<file path="src/rtl/coin_input_conditioner.sv">
// Coin-slot and BUY button front end for the vending FSM. It synchronises and debounces both inputs,
// arbitrates coin/buy collisions, applies the post-buy lockout and keeps a saturating coin tally.

module cic_debounce #(
   parameter int DEBOUNCE_CYCLES = 4
) (
   input  logic clk,
   input  logic rst_n,
   input  logic s,
   output logic press
);
   // state | meaning
   // IDLE  | settled low, waiting for a rise
   // RISE  | counting stable-high samples before accepting the press
   // HIGH  | settled high, press already reported
   // FALL  | counting stable-low samples before accepting the release

   typedef enum logic [1:0] {
      ST_IDLE = 2'd0,
      ST_RISE = 2'd1,
      ST_HIGH = 2'd2,
      ST_FALL = 2'd3
   } state_t;

   localparam logic [7:0] DB_CNT = 8'(DEBOUNCE_CYCLES);

   state_t     state_q, state_d;
   logic [7:0] cnt_q, cnt_d;

   always_ff @(posedge clk or negedge rst_n) begin
      if (!rst_n) begin
         state_q <= ST_IDLE;
         cnt_q   <= 8'd0;
      end else begin
         state_q <= state_d;
         cnt_q   <= cnt_d;
      end
   end

   // The input must be seen on DEBOUNCE_CYCLES+1 consecutive samples before a level change is accepted
   always_comb begin
      state_d = state_q;
      cnt_d   = cnt_q;
      case (state_q)
         ST_IDLE: begin
            if (s) begin
               state_d = ST_RISE;
               cnt_d   = 8'd1;
            end
         end
         ST_RISE: begin
            if (!s) begin
               state_d = ST_IDLE;
               cnt_d   = 8'd0;
            end else if (cnt_q == DB_CNT) begin
               state_d = ST_HIGH;
               cnt_d   = 8'd0;
            end else begin
               cnt_d = cnt_q + 8'd1;
            end
         end
         ST_HIGH: begin
            if (!s) begin
               state_d = ST_FALL;
               cnt_d   = 8'd1;
            end
         end
         ST_FALL: begin
            if (s) begin
               state_d = ST_HIGH;
               cnt_d   = 8'd0;
            end else if (cnt_q == DB_CNT) begin
               state_d = ST_IDLE;
               cnt_d   = 8'd0;
            end else begin
               cnt_d = cnt_q + 8'd1;
            end
         end
         default: begin
            state_d = ST_IDLE;
            cnt_d   = 8'd0;
         end
      endcase
   end

   always_comb begin
      press = 1'b0;
      if (state_q == ST_RISE && s && cnt_q == DB_CNT) press = 1'b1;
   end

endmodule

module coin_input_conditioner #(
   parameter int DEBOUNCE_CYCLES = 4,
   parameter int LOCKOUT_CYCLES  = 8
) (
   input  logic       clk,
   input  logic       rst_n,
   input  logic       coin_raw,
   input  logic       buy_raw,
   input  logic       clr_count,
   output logic       coin,
   output logic       buy,
   output logic       busy,
   output logic [7:0] coin_count
);

   localparam logic [7:0] LOCK_LOAD = 8'(LOCKOUT_CYCLES);

   logic       coin_meta_q, coin_meta_d;
   logic       coin_sync_q, coin_sync_d;
   logic       buy_meta_q, buy_meta_d;
   logic       buy_sync_q, buy_sync_d;
   logic       coin_q, coin_d;
   logic       buy_q, buy_d;
   logic       pend_q, pend_d;
   logic [7:0] lock_cnt_q, lock_cnt_d;
   logic [7:0] count_q, count_d;

   logic coin_ev, buy_ev, buy_ok, locked;

   always_comb begin
      coin_meta_d = coin_raw;
      coin_sync_d = coin_meta_q;
      buy_meta_d  = buy_raw;
      buy_sync_d  = buy_meta_q;
   end

   always_ff @(posedge clk or negedge rst_n) begin
      if (!rst_n) begin
         coin_meta_q <= 1'b0;
         coin_sync_q <= 1'b0;
         buy_meta_q  <= 1'b0;
         buy_sync_q  <= 1'b0;
      end else begin
         coin_meta_q <= coin_meta_d;
         coin_sync_q <= coin_sync_d;
         buy_meta_q  <= buy_meta_d;
         buy_sync_q  <= buy_sync_d;
      end
   end

   cic_debounce #(.DEBOUNCE_CYCLES(DEBOUNCE_CYCLES)) u_db_coin (
      .clk   (clk),
      .rst_n (rst_n),
      .s     (coin_sync_q),
      .press (coin_ev)
   );

   cic_debounce #(.DEBOUNCE_CYCLES(DEBOUNCE_CYCLES)) u_db_buy (
      .clk   (clk),
      .rst_n (rst_n),
      .s     (buy_sync_q),
      .press (buy_ev)
   );

   assign locked = (lock_cnt_q != 8'd0);

   // A coin always wins the cycle; a colliding buy is parked for one cycle so the two never overlap
   always_comb begin
      buy_ok = buy_ev & ~locked;
      coin_d = coin_ev;
      pend_d = buy_ok & coin_ev;
      buy_d  = (buy_ok & ~coin_ev) | pend_q;
   end

   always_comb begin
      lock_cnt_d = lock_cnt_q;
      if (buy_q)       lock_cnt_d = LOCK_LOAD;
      else if (locked) lock_cnt_d = lock_cnt_q - 8'd1;
   end

   always_comb begin
      count_d = count_q;
      if (clr_count)                       count_d = {7'd0, coin_q};
      else if (coin_q && count_q != 8'hFF) count_d = count_q + 8'd1;
   end

   always_ff @(posedge clk or negedge rst_n) begin
      if (!rst_n) begin
         coin_q     <= 1'b0;
         buy_q      <= 1'b0;
         pend_q     <= 1'b0;
         lock_cnt_q <= 8'd0;
         count_q    <= 8'd0;
      end else begin
         coin_q     <= coin_d;
         buy_q      <= buy_d;
         pend_q     <= pend_d;
         lock_cnt_q <= lock_cnt_d;
         count_q    <= count_d;
      end
   end

   assign coin       = coin_q;
   assign buy        = buy_q;
   assign busy       = locked;
   assign coin_count = count_q;

endmodule

</file>
<file path="config.mk">
export PLATFORM = sky130hd
export DESIGN_NAME = coin_input_conditioner
export DESIGN_NICKNAME = d
export VERILOG_FILES = /design/src/rtl/coin_input_conditioner.sv
export SDC_FILE = /design/constraint.sdc
export NUM_CORES = 1
export LEC_CHECK = 0
export CELL_PAD_IN_SITES_DETAIL_PLACEMENT = 0
export CELL_PAD_IN_SITES_GLOBAL_PLACEMENT = 2
export CORE_MARGIN = 4
export CORE_UTILIZATION = 40
export CTS_BUF_LIST = sky130_fd_sc_hd__clkbuf_2
export DETAILED_ROUTE_END_ITERATION = 7
export HOLD_SLACK_MARGIN = 0.1
export PLACE_DENSITY_LB_ADDON = 0.1
export SYNTH_ARGS = -nofsm -noshare
export SYNTH_HDL_FRONTEND = slang
export SYNTH_HIERARCHICAL = 1
export SYNTH_SLANG_ARGS = --single-unit
</file>
<file path="constraint.sdc">
create_clock -name clk -period 3.29 [get_ports clk]
set_input_delay 0.8225 -clock clk [delete_from_list [all_inputs] [get_ports clk]]
set_output_delay 0.8225 -clock clk [all_outputs]
set_load 0.01 [all_outputs]
</file>
* After elaboration in Yosys (flattened, before gate mapping)
Cells that the tools add are included.
** Cells by class
- Multiplexer cells :: 32
- Shifts and indexed selects :: 0
- Multiply operators :: 0
- Divide/modulo/power cells :: 0
- Equality and inequality tests :: 17
- Bitwise logic cells :: 6
- Order comparisons :: 0
- Reduce and logical (&&, ||, !) cells :: 14
- Add/subtract/negate cells :: 4
** Operators by type and width (count)
- 8-bit two-way mux :: 14
- 8-bit one-hot mux with 4 select lines :: 2
- 8-bit by 1-bit adder with 8-bit output, second input constant :: 3
- 2-bit two-way mux :: 12
- 8-bit by 3-bit equality test with 1-bit output, second input constant :: 2
- 2-bit one-hot mux with 4 select lines :: 2
- 3-bit by 2-bit inequality test with 1-bit output, second input constant :: 4
- 2-bit equality test, second input constant :: 4
- 2-bit inequality test, second input constant :: 4
- 8-bit inequality test, second input constant :: 1
- 4-bit AND reduction :: 2
- 8-bit nonzero test :: 1
- 8-bit by 1-bit subtractor with 8-bit output, second input constant :: 1
- 1-bit logical AND :: 5
- 2-bit by 1-bit equality test with 1-bit output, second input constant :: 2
- 2-bit zero test :: 2
- 2-bit AND reduction :: 2
- 2-bit nonzero test :: 2
- 1-bit bitwise AND :: 3
- 1-bit two-way mux :: 2
- 1-bit NOT :: 2
- 1-bit OR :: 1
** Word-level totals
- Word-level logic and storage cells :: 86
- Bits in read-only memories :: 0
- Output and inout bits :: 11
- Register bits after elaboration :: 43
- Memories :: 0
- Latch bits :: 0
- Memory bits (writable) :: 0
- Input port bits :: 5

* Longest topological paths before layout
Gate-level depths: netlist of run 1.
- Depth in word-level cells :: 7
- Depth in mapped cells :: 7
- Gate-level depth less buffers :: 7

* Cells and area by module
The synthesis of run 1 kept the hierarchy.
** Modules (own cells, without submodules)
- coin_input_conditioner :: instances 1, cells an instance 108, area an instance 1106.1 sq um, sequential area each 575.6 sq um
- cic_debounce (u_db_coin) :: instances 1, cells an instance 60, area an instance 555.5 sq um, sequential area each 250.2 sq um
- cic_debounce (u_db_buy) :: instances 1, cells an instance 60, area an instance 544.3 sq um, sequential area each 250.2 sq um

* Least setup slack after synthesis of run 1
Ideal clock, no wire load.
- Kind :: register to output
- Start :: reg lock_cnt_q[0]
- End :: out busy
- Cell stages (with the launch flop) :: 6
- Arrival :: 1493 ps
- Setup slack :: 974 ps
- Path buffers :: 0
- Cell sequence :: dfrtp_1 > inv_1 > ha_1 > or3b_2 > nor2_1 > inv_1
** On the way
- Word-level cells in the longest chain between the ends :: 1
** Ends and longest elaborated chain
- from (decl) :: line 117 : logic [7:0] lock_cnt_q, lock_cnt_d;
- from (signal assigned) :: line 190 : lock_cnt_q <= lock_cnt_d;
- 8-bit nonzero test :: line 157 : assign locked = (lock_cnt_q != 8'd0);
- to (decl) :: line 104 : output logic busy,
Every way passes these cells.

* Worst setup path in the final report of run 1
Same ends and word-level chain as after synthesis.

==> reports/metrics.cfg, run 1 <==
[sta]
setup_viol_count_final=0
rsz0062_at_grt=false
setup_tns_ns=0
hold_slack_ns=0.375
fin_crit_ns=3.07
timing.fmax_mhz=325
min_period_over_period_pct=93.4
hold_viol=0
skew_ns=0.0205
tightest_slew_ns=0.963
setup_ws_ns=0.217
drv_slew=0
slew_headroom_pct=35.8

[synth]
synthDominantCellAreaShare_pct=48.8
synthDistinctLibCells=52
synth-simple-area-share_pct=20.6
synth_xor_area_share_pct=1.59
synth_ff_type=dfrtp_1
synth_top_family_by_area=simple AND/OR/NAND/NOR gates
muxShareOfSynthArea_pct=0.454
synth-compound-area-share_pct=20.1
ys_seq_elements=43
ys_warn_count=6
async_flop_share_pct=100
synth_cells=228
syn-cell-area_um2=2210
synth-adder-area-share_pct=3.97
synth_fp_nets=240
postSynthAreaPerCell_um2=9.67
synth_edf_count=0
ys_seq_area_share_pct=48.8
synth_area_leaders=dfrtp_1 49%, a21oi_1 4.8%, ha_1 4.0%, inv_1 3.2%, o21ai_0 3.2%
synth.largest_area_cell=dfrtp_1

[layout]
multi_input_area_um2=1030
final_util_pct=47.2
area_growth_syn_to_layout_pct=12.0
mostFrequentLayoutCells=43 x dfrtp_1, 21 x a21oi_1, 19 x inv_1
final_common_cell=dfrtp_1
drive_gt1_share_pct=8.91
nets=259
fillCellCount=511
antenna_cells=0
regArea_um2=1080

[place]
port_buffers=15
pre_cts_ws_ns=0.579
gp_congestion=0.809
hpwlAfterDp_mm=3.10

[routing]
viasPerCell=5.67
wl_per_cell_um=14.1
dr.pass1.iters=5
drt_iter0_drc=70
via_count=1796
antenna_left=0
route.detailed.drc=0
wl_mm=4.48

[worst_setup_path]
cp.arrival_ns=2.25
worst_setup_path_start_kind=register
worstSetupPathType=register to primary output
worstSetupEndpointType=primary output
crit_fanout=6
required_ns=2.47
slowest_delay_ns=0.47
crit_path_top_delay_cell=clkdlybuf4s50_1
cp_cell_sequence=inv_1 > ha_1 > or3b_4 > nor2_1 > inv_1 > clkdlybuf4s50_1
crit_top_cell=inv_1
r2r_slack_ns=1.24

[die]
die_y_um=82.3
design.die.area_um2=6770
start_util_pct=42.1
rows=26
io_pins=16
die_w_um=82.3
core_area_um2=5240

[power]
ir_drop_v=0.000263
powerDensity_nw_per_um2=630
power_mw=1.56
p_leak_nw=1.06

[clock_network]
clock_path_buffers=2
clk_latency_ns=0.40
h-tree-depth=2
clkSlewWorstSetupHoldPaths_ns=0.21
hold_buffers=0
cts_buffers=5
clock_sinks=43
cts_tree=done
cts_root_buffer=clkbuf_2

[global_route]
grt_pass1_vias=1644
grt_first_pass_wirelength_mm=7.71
track_usage_pct=14.6
antenna_found_initial=0
overflow=0
grt_max_degree=44

[hold_path]
hp-class=register to register

[run_status]
status=complete, no violations

[job]
drv_cap=0

cells by family after synthesis:
group,Yosys count
AND/OR/NAND/NOR,80
AO/OA/AOI/OAI,68
flip-flops,43
buffers and inverters,25
adder cells (fa/ha/maj),7
XOR/XNOR,4
multiplexers,1
per-stage QoR:
stage | area, um2 | std cells
after floorplan | 2210 | 228
after global placement | 2420 | 308
after detailed placement | 2420 | 308
after CTS | 2450 | 315
after global routing | 2470 | 317
final | 2470 | 317
per-layer routing:
layer	GRT usage, %	wire, um	part of all wire (%)
met1	19.4	2110	47
met2	23.0	2120	47
met3	3.80	228	5.1
met4	4.98	28	0.62
met5	0	0	0
flip-flops by register name, summed over array words and instances, names as in the netlist, named ones only:
register,flops
u_db_buy/state_q,1
u_db_coin/cnt_q,8
u_db_buy/cnt_q,8
lock_cnt_q,8
coin,1
buy,1
coin_count,8
pend_q,1
coin_sync_q,1
coin_meta_q,1
u_db_coin/state_q,1
buy_meta_q,1
buy_sync_q,1
where the power goes:
part	switching, mW	internal [mW]	total [mW]
clock network	0.168	0.0450	0.213
logic	0.353	0.252	0.605
registers	0.108	0.632	0.739
total	0.628	0.929	1.56
layout make-up:
cell class,count,area share [%]
clock buffer,5,1.01
multi-input combinational,160,41.9
timing repair buffer,18,6.78
inverter,19,2.89
tap,70,3.54
clock inverter,2,0.354
sequential,43,43.5
repair_timing:
item,CTS,global route
setup endpoints to repair,0,1
gates resized for setup,0,1
buffers inserted,0,2
Yosys cell counts (all sizes together), types with 4 or more instances:
cell type / instances
or3: 6
a21oi: 21
ha: 7
nor3: 5
nand2: 18
nand3: 10
a31oi: 4
nor2: 8
nand2b: 5
clkbuf: 4
and3: 6
inv: 19
nand4: 4
dfrtp: 43
o21ai: 15
worst max-delay path: cells and delay by family (launching register included):
family        cells  cell delay (ns)
buf+inv           3             0.64
flops             1             0.45
simple gates      2             0.56
fa+ha+maj         1             0.22
worst paths after layout:
path | startpoint | to | depth (start not counted)
max | lock_cnt_q[0]$_DFFE_PN0P_ | busy | 6
min | coin_meta_q$_DFF_PN0_ | coin_sync_q$_DFF_PN0_ | 0
max reg2reg | u_db_coin/cnt_q[0]$_DFFE_PN0P_ | u_db_coin/cnt_q[5]$_DFFE_PN0P_ | 6
min reg2reg | coin_meta_q$_DFF_PN0_ | coin_sync_q$_DFF_PN0_ | 0
max in group asynchronous | rst_n | u_db_coin/cnt_q[5]$_DFFE_PN0P_ | 1
min in group asynchronous | rst_n | coin_count[2]$_DFFE_PN0P_ | 1
Note: power is estimated with default switching activity, not from simulation.
==> inputs of run 2 (changes only) <==
- HOLD_SLACK_MARGIN: 0.1 -> default
==> results of run 2 <==
The final DEF is identical to that of run 1; final timing and power are the same.
